[src/rtl/change_dispenser.sv]
// Coin change dispenser: pays an amount in jiao from a 1/5/10 jiao inventory,
// largest coin first, handshaking each coin with a hopper and guarding it with a watchdog.
module change_dispenser (
    input  logic       clk,
    input  logic       reset_n,
    input  logic       i_start,
    input  logic [4:0] i_amount,
    input  logic       i_hopper_ack,
    input  logic       i_load,
    input  logic [1:0] i_load_sel,
    input  logic [7:0] i_load_cnt,
    output logic [2:0] o_eject,
    output logic       o_busy,
    output logic       o_done,
    output logic       o_fail,
    output logic       o_jam,
    output logic [4:0] o_remaining,
    output logic [7:0] o_cnt_1,
    output logic [7:0] o_cnt_5,
    output logic [7:0] o_cnt_10
);

    typedef enum logic [2:0] {
        S_IDLE   = 3'd0,
        S_SELECT = 3'd1,
        S_EJECT  = 3'd2,
        S_GAP    = 3'd3,
        S_DONE   = 3'd4,
        S_FAIL   = 3'd5
    } state_t;

    state_t     r_state;
    state_t     w_next;
    logic [2:0] r_coin;
    logic [2:0] w_sel_coin;
    logic [4:0] w_coin_val;
    logic [4:0] r_remaining;
    logic [7:0] r_cnt_1;
    logic [7:0] r_cnt_5;
    logic [7:0] r_cnt_10;
    logic [7:0] r_wdog;
    logic       r_jam;
    logic       w_timeout;

    // Largest coin that fits the remaining amount and is in stock.
    always_comb begin
        w_sel_coin = 3'b000;
        if (r_remaining >= 5'd10 && r_cnt_10 != 8'd0)
            w_sel_coin = 3'b100;
        else if (r_remaining >= 5'd5 && r_cnt_5 != 8'd0)
            w_sel_coin = 3'b010;
        else if (r_cnt_1 != 8'd0)
            w_sel_coin = 3'b001;
    end

    always_comb begin
        case (r_coin)
            3'b001:  w_coin_val = 5'd1;
            3'b010:  w_coin_val = 5'd5;
            3'b100:  w_coin_val = 5'd10;
            default: w_coin_val = 5'd0;
        endcase
    end

    // Watchdog reaches 255 on this edge with no acknowledge: 255 request cycles in total.
    assign w_timeout = (r_state == S_EJECT) && !i_hopper_ack && (r_wdog == 8'd254);

    always_ff @(posedge clk or negedge reset_n) begin
        if (!reset_n)
            r_state <= S_IDLE;
        else
            r_state <= w_next;
    end

    always_comb begin
        w_next = r_state;
        case (r_state)
            S_IDLE:   if (i_start) w_next = S_SELECT;
            S_SELECT: begin
                if (r_remaining == 5'd0)
                    w_next = S_DONE;
                else if (w_sel_coin != 3'b000)
                    w_next = S_EJECT;
                else
                    w_next = S_FAIL;
            end
            S_EJECT: begin
                if (i_hopper_ack)
                    w_next = S_GAP;
                else if (w_timeout)
                    w_next = S_FAIL;
            end
            S_GAP:    if (!i_hopper_ack) w_next = S_SELECT;
            S_DONE:   w_next = S_IDLE;
            S_FAIL:   w_next = S_IDLE;
            default:  w_next = S_IDLE;
        endcase
    end

    always_ff @(posedge clk or negedge reset_n) begin
        if (!reset_n) begin
            r_coin      <= 3'b000;
            r_remaining <= 5'd0;
            r_cnt_1     <= 8'd0;
            r_cnt_5     <= 8'd0;
            r_cnt_10    <= 8'd0;
            r_wdog      <= 8'd0;
            r_jam       <= 1'b0;
        end else begin
            case (r_state)
                S_IDLE: begin
                    if (i_start) begin
                        r_remaining <= i_amount;
                        r_jam       <= 1'b0;
                    end else if (i_load) begin
                        case (i_load_sel)
                            2'b00:   r_cnt_1  <= i_load_cnt;
                            2'b01:   r_cnt_5  <= i_load_cnt;
                            2'b10:   r_cnt_10 <= i_load_cnt;
                            default: ;
                        endcase
                    end
                end
                S_SELECT: begin
                    if (w_next == S_EJECT) begin
                        r_coin <= w_sel_coin;
                        r_wdog <= 8'd0;
                    end
                end
                S_EJECT: begin
                    if (i_hopper_ack) begin
                        // Coin choice guarantees coin <= remaining and count > 0.
                        r_remaining <= r_remaining - w_coin_val;
                        case (r_coin)
                            3'b001:  r_cnt_1  <= r_cnt_1 - 8'd1;
                            3'b010:  r_cnt_5  <= r_cnt_5 - 8'd1;
                            3'b100:  r_cnt_10 <= r_cnt_10 - 8'd1;
                            default: ;
                        endcase
                    end else begin
                        r_wdog <= r_wdog + 8'd1;
                        if (w_timeout)
                            r_jam <= 1'b1;
                    end
                end
                default: ;
            endcase
        end
    end

    always_comb begin
        o_eject = 3'b000;
        o_busy  = 1'b1;
        o_done  = 1'b0;
        o_fail  = 1'b0;
        case (r_state)
            S_IDLE:  o_busy  = 1'b0;
            S_EJECT: o_eject = r_coin;
            S_DONE:  o_done  = 1'b1;
            S_FAIL:  o_fail  = 1'b1;
            default: ;
        endcase
    end

    assign o_jam       = r_jam;
    assign o_remaining = r_remaining;
    assign o_cnt_1     = r_cnt_1;
    assign o_cnt_5     = r_cnt_5;
    assign o_cnt_10    = r_cnt_10;

endmodule

[config.mk]
export PLATFORM = sky130hd
export DESIGN_NAME = change_dispenser
export DESIGN_NICKNAME = d
export VERILOG_FILES = /design/src/rtl/change_dispenser.sv
export SDC_FILE = /design/constraint.sdc
export NUM_CORES = 1
export LEC_CHECK = 0
export CAP_MARGIN = 20
export CORE_MARGIN = 2
export CORE_UTILIZATION = 40
export DETAILED_ROUTE_END_ITERATION = 10
export GPL_ROUTABILITY_DRIVEN = 1
export SKIP_CTS_REPAIR_TIMING = 1
export SYNTH_ARGS = -nofsm -noshare
export SYNTH_HDL_FRONTEND = slang
export SYNTH_SLANG_ARGS = --single-unit
[constraint.sdc]
create_clock -name clk -period 6.52 [get_ports clk]
set_clock_uncertainty 0.2 [all_clocks]
set_input_delay 1.304 -clock clk [delete_from_list [all_inputs] [get_ports clk]]
set_output_delay 1.304 -clock clk [all_outputs]
set_load 0.02 [all_outputs]
* Word-level counts from Yosys, hierarchy flattened
Index checks and enable logic that the tools add are counted.
Storage, ports and cells: bits in registers 44, input port bits 20, word-level logic and storage cells 104
Cells by class: $add $sub $neg 5, magnitude comparators 2, equality and inequality tests 25, multiplexer cells 43, reduce and logical (&&, ||, !) cells 21
Operator list (number):
- 2-to-1 mux 8 bit | 17
- one-hot mux 8 bit (2 select lines) | 4
- 2-to-1 mux 3 bit | 8
- nonzero test 8 bit | 3
- subtractor 8 x 1 -> 8 bit (second input constant) | 3
- AND reduction 6 bit | 3
- != test 2 bit (second input constant) | 8
- == test 3 x 2 -> 1 bit (second input constant) | 4
- one-hot mux 3 bit (4 select lines) | 1
- one-hot mux 4 bit (3 select lines) | 1
- 2-to-1 mux 5 bit | 2
- != test 2 x 1 -> 1 bit (second input constant) | 5
- one-hot mux 5 bit (2 select lines) | 1
- == test 3 bit (second input constant) | 3
- adder 8 x 1 -> 8 bit (second input constant) | 1
- == test 8 bit (second input constant) | 1
- 2-to-1 mux 1 bit | 7
- == test 3 x 1 -> 1 bit (second input constant) | 2
- AND reduction 3 bit | 2
- greater-or-equal comparator 5 x 3 -> 1 bit (second input constant) | 1
- greater-or-equal comparator 5 x 4 -> 1 bit (second input constant) | 1
- logical NOT 5 bit | 1
- subtractor 5 bit | 1
- logical AND 1 bit | 4
- other kinds (11) | 12

* Longest topological paths before layout
Gate-level depths: netlist (run 1).
depth in word-level cells 11, mapped depth 10, gate-level depth less buffers 10

* Least setup slack after synthesis (run 1)
No wires, ideal clock.
kind register to output, start point register r_state[0], end point output port o_eject[0], data arrival time 1.505 ns, data required time 5.016 ns, slack 3.511 ns, cell stages (with the launch flop) 6, buffers on the path 3, cells stage by stage dfrtp_1 > buf_2 > nor3b_2 > buf_2 > clkbuf_1 > and2_1
On the way: longest elaborated chain between the ends 2
RTL lines:
- start: declaration | RTL line 32 | state_t r_state;
- start signal: assignment | RTL line 72 | r_state <= w_next;
- == test 3 x 2 -> 1 bit | RTL line 156 | case (r_state)
- 2-to-1 mux 3 bit | RTL line 156
- end: declaration | RTL line 12 | output logic [2:0] o_eject,
Every way passes these cells.

* Final worst setup path (run 1)
start point register r_state[1], end point output port o_eject[0]
The elaborated chain is that of the path after synthesis.

==> run metrics, run 1 <==
outcome finished, final reports clean; TritonCTS Buffers 5; final setup fails 0; worst-path fanout max 27; IO buf count 55; Distinct cells, synth 55; core area 6756 µm²; post-layout power 1.785 mW; sequential share of the synthesized area 39.78%; layout cell share with drive strength beyond 1 6.299%; final worst slack 2.700 ns; share of the synthesized area in the top cell type 39.78%; synth warn 0; Leak 1.415 nW; most frequent cells in the layout clkdlybuf4s50_1, nor2_1, dfrtp_1; Final Hold Vio Count 0; Synth area leader dfrtp_1; mapped cell area 2768 µm²; worst setup path category reg -> out; initial core utilization 40.96%; R2R Setup Slk 3.94 ns; die width 87.18 µm; Hold Path End o_cnt_5[7]$_DFFE_PN0P_; largest net degree at the start of global routing 45; wire per inst 15.76 µm; root buf cell clkbuf_8; WP data required 5.02 ns; Syn-to-layout area delta 26.36%; Vias 2561; worst-skew pair later-pin latency 0.29 ns; crit-path cells nor3b_4 -> buf_4 -> and2_1 -> clkdlybuf4s50_1; diode count 0; max incr delay on CP 0.60 ns; Slowest-stage cell, CP clkdlybuf4s50_1; Routed WL 7267 µm; FF/Latch Area 1101 µm²; drt drc 0; ranking of synthesized cells by area dfrtp_1, o21ai_0, nor2_1; Worst-path clk slew 0.08 ns; Worst R2R End o_cnt_1[0]$_DFFE_PN0P_; fill count 663; Arr. time, crit path 2.32 ns; Final Cycle Share 58.59%; Worst Tran Pin Value 0.8263 ns; fin crit period 3.820 ns; crit start category flop; pre-CTS setup slack 2.809 ns; floorplan die height 87.18 µm; overall global routing resource usage 20.21%; Final ANT Viol Nets 0; maximum vdd drop 0.1708 mV; Die ar. 7600 µm²; Slew HR 44.92%; drt first pass iters 4; FP Rows 30; Vias/cell 5.555; MaxCap Viol Count 0; initial antenna violation count 0; Worst Hold Class reg -> reg; Max Root-Sink Buffers 2; most used flip-flop cell after synthesis dfrtp_1; clock sink total 44; post-synthesis register bit count 44; hold path depth 2; RSZ-0062 raised after global routing no; Nets 410; worst flop-to-flop path startpoint r_state[0]$_DFF_PN0_; commonest non-fill, non-tap cell in the layout clkdlybuf4s50_1; grt total ovfl 0; H-tree levels 2; Worst Reg-to-Reg Cells 5; DP HPWL 5269 µm; hold path start o_cnt_5[7]$_DFFE_PN0P_; gpl congestion 0.7996; cells after synthesis 330; pwr/cell area 510.3 nW/µm²; I/O Pins 56; Post-synth ARST share 100.0%; vias in the first global route 2492; wire length of the first global-routing pass 12070 µm; upper clock frequency limit 261.8 MHz; multi-input logic area 1540 µm²; Crit. End Element output pin; Post-synth EDFFs 0; Mean Syn Cell Area 8.387 µm²; syn nets 360; CTS tree yes; Fin Setup TNS 0 ns; DRT iter0 DRCs 149; Final Max Tran Viols 0
-- how the worst max path moves through the flow --
stage / cells after the start / start / to / slack, ns
2_1_floorplan: 5 / r_state[0]$_DFF_PN0_ / o_eject[0] / 3.51
3_3_place_gp: 6 / i_start / o_cnt_5[2]$_DFFE_PN0P_ / 2.89
3_5_place_dp: 6 / i_start / o_cnt_5[2]$_DFFE_PN0P_ / 2.81
4_1_cts: 4 / r_state[1]$_DFF_PN0_ / o_eject[0] / 2.71
5_1_grt: 4 / r_state[1]$_DFF_PN0_ / o_eject[0] / 2.57
6_report: 4 / r_state[1]$_DFF_PN0_ / o_eject[0] / 2.70
-- metal layers --
layer	vias up	GRT usage, %	wire (µm)
li1	1284	-	-
met1	1217	29.08	3553
met2	55	31.58	3357
met3	5	3.602	303
met4	0	5.175	52
met5	-	0	0
-- area by class of cell --
| class | instances | area share (%) |
|---|---|---|
| flip-flops and latches | 44 | 31.48 |
| repair buffers | 58 | 16.60 |
| clock inverters | 2 | 1.002 |
| inverters | 18 | 1.932 |
| well taps | 80 | 2.862 |
| multi-input cells | 253 | 44.04 |
| clock buffers | 6 | 2.075 |
-- logic make-up after synthesis --
group,after synthesis,synth area share (%)
adder cells (fa/ha/maj),10,4.792
multiplexers,3,1.130
flip-flops,44,39.78
AO/OA/AOI/OAI,112,25.32
buffers and inverters,33,4.792
AND/OR/NAND/NOR,122,22.29
XOR/XNOR,6,1.899
-- where the power goes --
group / internal, mW / switching [mW] / total (mW)
registers: 0.386 / 0.165 / 0.551
logic: 0.446 / 0.581 / 1.03
clock network: 0.114 / 0.0931 / 0.207
total: 0.946 / 0.839 / 1.78
-- synthesized netlist by cell type, types with 2 or more instances --
library cell  instances
xor2_1                2
nand2_1              24
o22ai_1               5
inv_1                18
nor3b_1               2
and2_1                5
a221o_1               2
nor2b_1               3
o21a_1                4
or3b_2                2
a21o_1                2
a22oi_1               3
a32oi_1               3
o31ai_1               3
clkbuf_1              7
a21oi_1              30
ha_1                  9
a31oi_1               6
nand2b_1              5
a211oi_1              2
nand3_1               3
mux2i_1               2
o21ai_0              36
dfrtp_1              44
or3_1                 4
nand4_1               2
nor2_1               44
xnor2_1               4
o2bb2ai_1             2
buf_2                 7
o22a_1                7
nor3_1               15
-- per-stage QoR --
step	util, %	instance area, µm²	hold slack [ns]	instances
after floorplan	-	2768	0.3105	330
after global placement	49.87	3369	0.3148	452
after detailed placement	49.87	3369	0.3265	452
after CTS	51.46	3477	0.3490	460
after global routing	51.76	3497	0.3786	461
final	51.76	3497	0.3484	461
-- registers in the layout, indices dropped and copies added (netlist names) --
signal	cells
o_cnt_10	8
o_cnt_1	8
o_cnt_5	8
r_wdog	8
o_remaining	5
r_coin	3
r_state	3
o_jam	1
-- critical path: cells and delay by family, from the launching register on --
kind / cells / cell delay (ns)
buffers and inverters: 2 / 0.94
DFF: 1 / 0.55
and+or+nand+nor: 2 / 0.51
Power figures use the tool's default switching activity.
==> inputs of run 2 (changes only) <==
--- a/config.mk
+++ b/config.mk
@@ -10,6 +10,7 @@
 export CORE_UTILIZATION = 40
 export DETAILED_ROUTE_END_ITERATION = 10
 export GPL_ROUTABILITY_DRIVEN = 1
+export PLACE_DENSITY = 0.67
 export SKIP_CTS_REPAIR_TIMING = 1
 export SYNTH_ARGS = -nofsm -noshare
 export SYNTH_HDL_FRONTEND = slang
==> constraint.sdc (replaced) <==
create_clock -name clk -period 3.4 [get_ports clk]
set_clock_uncertainty 0.2 [all_clocks]
set_input_delay 0.68 -clock clk [delete_from_list [all_inputs] [get_ports clk]]
set_output_delay 0.68 -clock clk [all_outputs]
set_load 0.02 [all_outputs]
==> run metrics, run 2 (synthesis gave the netlist of run 1 again) <==
outcome finished, final reports clean; maximum vdd drop 0.4331 mV; diode count 0; Worst Hold Class in -> async; Crit. End Element output pin; RSZ-0062 raised after global routing no; fill count 649; vias in the first global route 2361; WP data required 2.52 ns; worst setup path category reg -> out; MaxCap Viol Count 0; core area 6756 µm²; IO buf count 55; root buf cell clkbuf_8; overall global routing resource usage 19.47%; initial core utilization 40.96%; wire per inst 15.20 µm; initial antenna violation count 0; H-tree levels 2; Final Cycle Share 85.92%; die width 87.18 µm; largest net degree at the start of global routing 45; Worst Tran Pin Value 0.6242 ns; Routed WL 7021 µm; FP Rows 30; Vias/cell 5.593; worst-skew pair later-pin latency 0.30 ns; Arr. time, crit path 2.04 ns; clock sink total 44; DP HPWL 5111 µm; Final ANT Viol Nets 0; Max Root-Sink Buffers 2; FF/Latch Area 1101 µm²; fin crit period 2.921 ns; upper clock frequency limit 342.3 MHz; pwr/cell area 970.5 nW/µm²; Worst-path clk slew 0.09 ns; Fin Setup TNS 0 ns; gpl congestion 0.8922; multi-input logic area 1540 µm²; Die ar. 7600 µm²; wire length of the first global-routing pass 11710 µm; grt total ovfl 0; crit start category flop; layout cell share with drive strength beyond 1 6.806%; I/O Pins 56; drt drc 0; drt first pass iters 6; commonest non-fill, non-tap cell in the layout clkdlybuf4s50_1; DRT iter0 DRCs 164; Final Core Density 51.81%; worst-path fanout max 11; TritonCTS Buffers 5; Slew HR 57.80%; Vias 2584; Final Max Tran Viols 0; most frequent cells in the layout clkdlybuf4s50_1, nor2_1, dfrtp_1; CTS tree yes; floorplan die height 87.18 µm; Final Hold Vio Count 0; Leak 1.420 nW; final setup fails 0; Nets 412; Syn-to-layout area delta 26.49%
## run 2: final timing paths
check,from,endpoint,slack (ns),cells after the start
hold / removal,reset_n,o_cnt_10[2]$_DFFE_PN0P_,0.12,1
setup / recovery,r_state[0]$_DFF_PN0_,o_busy,0.48,3
hold reg to reg,o_cnt_10[0]$_DFFE_PN0P_,o_cnt_10[0]$_DFFE_PN0P_,0.35,1
setup reg to reg,r_state[1]$_DFF_PN0_,o_cnt_5[2]$_DFFE_PN0P_,1.00,5
max in group asynchronous,reset_n,r_coin[1]$_DFFE_PN0P_,2.37,2
min in group clk,o_cnt_10[0]$_DFFE_PN0P_,o_cnt_10[0]$_DFFE_PN0P_,0.35,1
## run 2: metrics by stage
step	cells	hold WS (ns)	total power, mW	area, µm²	setup WS (ns)
final	462	0.1230	3.398	3501	0.4788
after global routing	462	0.1479	3.690	3501	0.3779
after CTS	461	0.3539	3.416	3481	0.4694
after detailed placement	454	0.3379	3.039	3385	0.3683
after global placement	454	0.3215	2.997	3385	0.4427
after floorplan	330	0.1844	2.313	2768	1.015
## run 2: critical path, cell delays in order (launching register included)
cell,delay (ns)
dfrtp_1,0.52
nor3_2,0.50
inv_1,0.16
clkdlybuf4s50_1,0.57
## run 2: where the power goes
part / switching [mW] / internal [mW]
clock network: 0.187 / 0.182
registers: 0.309 / 0.741
logic: 1.11 / 0.869
total: 1.61 / 1.79
## run 2: layout make-up
class                           instances  share of cell area, %
Clock buffer                            7                  2.752
Inverter                               18                  1.930
Multi-Input combinational cell        253                  44.00
Sequential cell                        44                  31.45
Tap cell                               80                  2.859
Timing Repair Buffer                   60                  17.01
## run 2: routing by layer
layer / global-route usage (%) / share of wire (%) / vias to the layer above
met1: 27.96 / 49 / 1232
li1: - / - / 1293
met5: 0 / 0 / -
met4: 4.196 / 0.67 / 0
met3: 4.360 / 5.0 / 4
met2: 30.19 / 45 / 55
==> inputs of run 3 (changes only) <==
--- a/config.mk
+++ b/config.mk
@@ -5,9 +5,11 @@
 export SDC_FILE = /design/constraint.sdc
 export NUM_CORES = 1
 export LEC_CHECK = 0
+export ABC_CLOCK_PERIOD_IN_PS = 3400
 export CAP_MARGIN = 20
 export CORE_MARGIN = 2
 export CORE_UTILIZATION = 40
+export CTS_CLUSTER_DIAMETER = 100
 export DETAILED_ROUTE_END_ITERATION = 10
 export GPL_ROUTABILITY_DRIVEN = 1
 export PLACE_DENSITY = 0.67
==> results of run 3 <==
Same layout as run 2: the final DEF is identical, and so are final timing and power.
==> variant 1: new RTL, settings of run 2 <==
Encoding of `state_t`: now Gray code (3 bits for 6 states).
--- a/src/rtl/change_dispenser.sv
+++ b/src/rtl/change_dispenser.sv
@@ -22,10 +22,10 @@
 
     typedef enum logic [2:0] {
-        S_IDLE   = 3'd0,
-        S_SELECT = 3'd1,
-        S_EJECT  = 3'd2,
-        S_GAP    = 3'd3,
-        S_DONE   = 3'd4,
-        S_FAIL   = 3'd5
+        S_IDLE   = 3'b000,
+        S_SELECT = 3'b001,
+        S_EJECT  = 3'b011,
+        S_GAP    = 3'b010,
+        S_DONE   = 3'b110,
+        S_FAIL   = 3'b111
     } state_t;
 
Check against the original RTL: no difference found for any inputs over 4 cycles, from zero or initial values and one cycle with reset_n low; so few cycles prove little.
==> variant 1 against run 2 <==
Wire length increased by 0.66%; synthesized area decreased by 0.59%; sequential cell count unchanged; design area decreased by 1.8%; power decreased by 2.8%; setup slack improved by 0.15 ns; count of clock-buffer cells in the layout decreased by 1; combinational power decreased by 2%.
==> variant 1: results (changes against run 2) <==
status = finished clean (unchanged)
commonest non-fill, non-tap cell in the layout = clkdlybuf4s50_1 (unchanged)
Final Hold Slack = 0.00819 ns (was 0.123 ns)
gpl congestion = 0.774 (was 0.892)
first-pass GRT wire length = 11500 um (was 11700 um)
Synth cell types = 51 (was 55)
register area share after synthesis = 40.0% (was 39.8%)
Post-Syn Nets = 346 (was 360)
r2r setup slk = 0.94 ns (was 1.00 ns)
leakage power total = 1.43 nW (was 1.42 nW)
total CTS buffers = 5 (unchanged)
Final nets = 398 (was 412)
DRT iter0 DRCs = 236 (was 164)
Placed Cells = 440 (was 454)
reg-to-reg endpoint = r_wdog[1] (was o_cnt_5[2])
worst vdd ir = 412 uV (was 433 uV)
slew margin rel. = 53.9% (was 57.8%)
gr usage total = 19.2% (was 19.5%)
pre-CTS setup slack = 0.455 ns (was 0.368 ns)
Post-Synthesis Cells = 316 (was 330)
worst reg-to-reg path cell count = 7 (was 5)
Reg-to-Reg Start = o_cnt_1[0] (was r_state[1])
DRT Pass-1 Iters = 4 (was 6)
layout cells sized above 1 = 7.34% (was 6.81%)
top cells by instance count after synthesis = nor2_1 (49), dfrtp_1 (44), o21ai_0 (38), a21oi_1 (21), nand2_1 (20) (was dfrtp_1 (44), nor2_1 (44), o21ai_0 (36), a21oi_1 (30), nand2_1 (24))
via/cell ratio = 5.62 (was 5.59)
Clock Latency Late Sink = 0.30 ns (about the same)
Critical Path Source = r_state[1] (was r_state[0])
hpwl dp = 5180 um (was 5110 um)
vias = 2517 (was 2584)
largest cells by area after synthesis = dfrtp_1 (40%), o21ai_0 (6.9%), nor2_1 (6.7%) (was dfrtp_1 (40%), o21ai_0 (6.5%), nor2_1 (6.0%))
CP arrival = 1.90 ns (was 2.04 ns)
# fillers = 625 (was 649)
vias in the first global route = 2289 (was 2361)
diodes inserted = 0 (unchanged)
drt total wl = 7070 um (was 7020 um)
## variant 1: changes by cell type after synthesis, moves of 5 or more
cell,before,now
a21oi_1,30,21
nor2_1,44,49
nor3_1,15,8
nor3b_1,2,7
o22ai_1,5,0
## variant 1: worst max-delay path by stage
stage	to	depth (start not counted)
2_1_floorplan	o_cnt_10[0]	6
3_3_place_gp	o_cnt_5[6]	6
3_5_place_dp	o_cnt_5[6]	6
4_1_cts	o_eject[2]	3
5_1_grt	o_eject[2]	3
6_report	o_eject[2]	3
## variant 1: area by class of cell
type	count	area (sq um)	area share, %
timing repair buffer	59	588	17.1
inverter	15	56.3	1.64
tap	80	100	2.91
multi-input combinational	243	1520	44.1
sequential	44	1100	32.0
clock inverter	1	5.00	0.146
clock buffer	6	72.6	2.11
## variant 1: worst max-delay path, stage by stage (launching register included)
cell and delay, ns:
dfrtp_1 0.54, and3b_1 0.31, and2_1 0.15, clkdlybuf4s50_1 0.60
## variant 1: kinds of logic (layout without fill, tap and decap cells)
family	count (synthesis)	after routing	share of synthesized area (%)
compound gates	102	102	24.9
xor+xnor	7	7	2.23
fa+ha+maj	10	10	4.82
buf+inv	29	81	4.87
flops	44	44	40.0
mux	1	1	0.409
simple gates	123	123	22.8
## variant 1: through the flow
stage,util (%),area (sq um)
6_report,51.2,3440
5_1_grt,51.2,3440
2_1_floorplan,-,2750
3_5_place_dp,49.7,3340
4_1_cts,50.9,3420
3_3_place_gp,49.7,3340
## variant 1: power breakdown
part | internal (mW) | switching [mW] | leakage (nW) | total (mW)
clock network | 0.140 | 0.178 | 0.0410 | 0.318
logic | 0.851 | 1.09 | 0.850 | 1.94
registers | 0.737 | 0.308 | 0.536 | 1.05
total | 1.73 | 1.57 | 1.43 | 3.30
## variant 1: per-layer routing
layer	vias to the layer above	routed length, um	GRT usage [%]
met3	4	358	3.51
met1	1209	3290	27.8
met4	0	36	2.98
met5	-	0	0
li1	1238	-	-
met2	66	3390	30.5
==> variant 2: new RTL, flow settings as in run 2 <==
Without the edit above. Make the reset (`reset_n`) synchronous in 2 clocked blocks.
--- a/src/rtl/change_dispenser.sv
+++ b/src/rtl/change_dispenser.sv
@@ -66,5 +66,5 @@
     assign w_timeout = (r_state == S_EJECT) && !i_hopper_ack && (r_wdog == 8'd254);
 
-    always_ff @(posedge clk or negedge reset_n) begin
+    always_ff @(posedge clk) begin
         if (!reset_n)
             r_state <= S_IDLE;
@@ -98,5 +98,5 @@
     end
 
-    always_ff @(posedge clk or negedge reset_n) begin
+    always_ff @(posedge clk) begin
         if (!reset_n) begin
             r_coin      <= 3'b000;
Function: differs if reset_n is asserted again (counterexample within 4 cycles, from zero or initial values and one cycle with reset_n low); with reset_n held inactive, the same outputs for 4 cycles.
==> variant 2 against run 2 <==
Design area shrank 1.7%; synthesized area shrank 3.3%; core utilization grew 1.8 points; largest cell class unchanged; the flow now finishes with violations (DRC); sequential cell count is the same; critical path type is now reg -> reg; die area shrank 3.1%; power shrank 28%; setup slack gained 0.066 ns; highest routed layer unchanged; wire length grew 5.7%.
==> variant 2: results (changes against run 2) <==
wire length on met3 = 358 um (was 348 um)
vias in the first global route = 2574 (was 2361)
async set-reset flop share out of synthesis = 0% (was 100%)
Post-Syn Nets = 389 (was 360)
non-clock buffer count in the final layout = 64 (was 60)
drt total wl = 7420 um (was 7020 um)
Final nets = 442 (was 412)
highest metal used = met4 (unchanged)
Synth Area in Adders = 4.95% (was 4.79%)
largest cells by area after synthesis = dfxtp_1 (33%), nor2_1 (6.6%), a21oi_1 (6.4%) (was dfrtp_1 (40%), o21ai_0 (6.5%), nor2_1 (6.0%))
family with the most delay on the worst path = simple AND/OR/NAND/NOR gates (was buffers and inverters)
first-pass GRT wire length = 12100 um (was 11700 um)
DRT iter0 DRCs = 135 (was 164)
register fraction of the total cell area = 25.6% (was 31.5%)
# fillers = 641 (was 649)
Inverters, non-clock = 21 (was 18)
violated checks = DRC
Crit-path slowest cell = o31ai_2 (was clkdlybuf4s50_1)
final-layout non-clock buffer area share = 18.0% (was 17.0%)
status = complete, but fails checks (was finished clean)
largest net degree at the start of global routing = 46 (was 45)
CP arrival = 2.87 ns (was 2.04 ns)
M1 WL = 3520 um (was 3440 um)
mux cell area share after synthesis = 0.374% (was 1.13%)
CP max FO = 7 (was 11)
gpl congestion = 0.814 (was 0.892)
ys flop type = dfxtp_1 (was dfrtp_1)
top cells by instance count after synthesis = nor2_1 (47), dfxtp_1 (44), a21oi_1 (34), o21ai_0 (34), nand2_1 (33) (was dfrtp_1 (44), nor2_1 (44), o21ai_0 (36), a21oi_1 (30), nand2_1 (24))
Placed Cells = 481 (was 454)
gr usage total = 20.6% (was 19.5%)
Post-Synth XOR/XNOR Area = 1.64% (was 1.90%)
Multi-input gate area = 1660 sq um (was 1540 sq um)
DRC violations left = 6 (was 0)
met1 Resource Use GR = 27.1% (was 28.0%)
complex-gate fraction of the synthesized area = 27.6% (was 25.3%)
GR Util met3 = 3.56% (was 4.36%)
DRT Pass-1 Iters = 9 (was 6)
clk tree area frac = 3.24% (was 2.75%)
Post-Synthesis Cells = 359 (was 330)
multi-input gates = 276 (was 253)
layout cells sized above 1 = 8.72% (was 6.81%)
via/cell ratio = 5.66 (was 5.59)
routed length on met2 = 3440 um (was 3180 um)
leakage power total = 1.22 nW (was 1.42 nW)
GRT met2 Usage = 34.4% (was 30.2%)
-- variant 2: final timing paths --
kind                            startpoint   endpoint  slack, ns  depth (start not counted)
worst max-delay path            o_cnt_1[0]  r_wdog[1]       0.55                          7
worst min-delay path             r_wdog[7]  r_wdog[7]       0.27                          1
worst max register to register  o_cnt_1[0]  r_wdog[1]       0.55                          7
worst min register to register   r_wdog[7]  r_wdog[7]       0.27                          1
-- variant 2: power breakdown --
part | internal (mW) | switching [mW] | leakage [nW]
clock | 0.218 | 0.195 | 0.0541
combinational | 0.568 | 0.723 | 0.808
sequential | 0.613 | 0.144 | 0.357
-- variant 2: through the flow --
step / hold WS, ns / util (%) / setup WS [ns] / power [mW]
2_1_floorplan: 0.231 / - / 0.842 / 1.60
3_3_place_gp: 0.251 / 51.7 / 0.416 / 2.03
3_5_place_dp: 0.254 / 51.7 / 0.399 / 2.04
4_1_cts: 0.267 / 53.5 / 0.561 / 2.46
5_1_grt: 0.297 / 53.6 / 0.428 / 2.64
6_report: 0.269 / 53.6 / 0.545 / 2.46
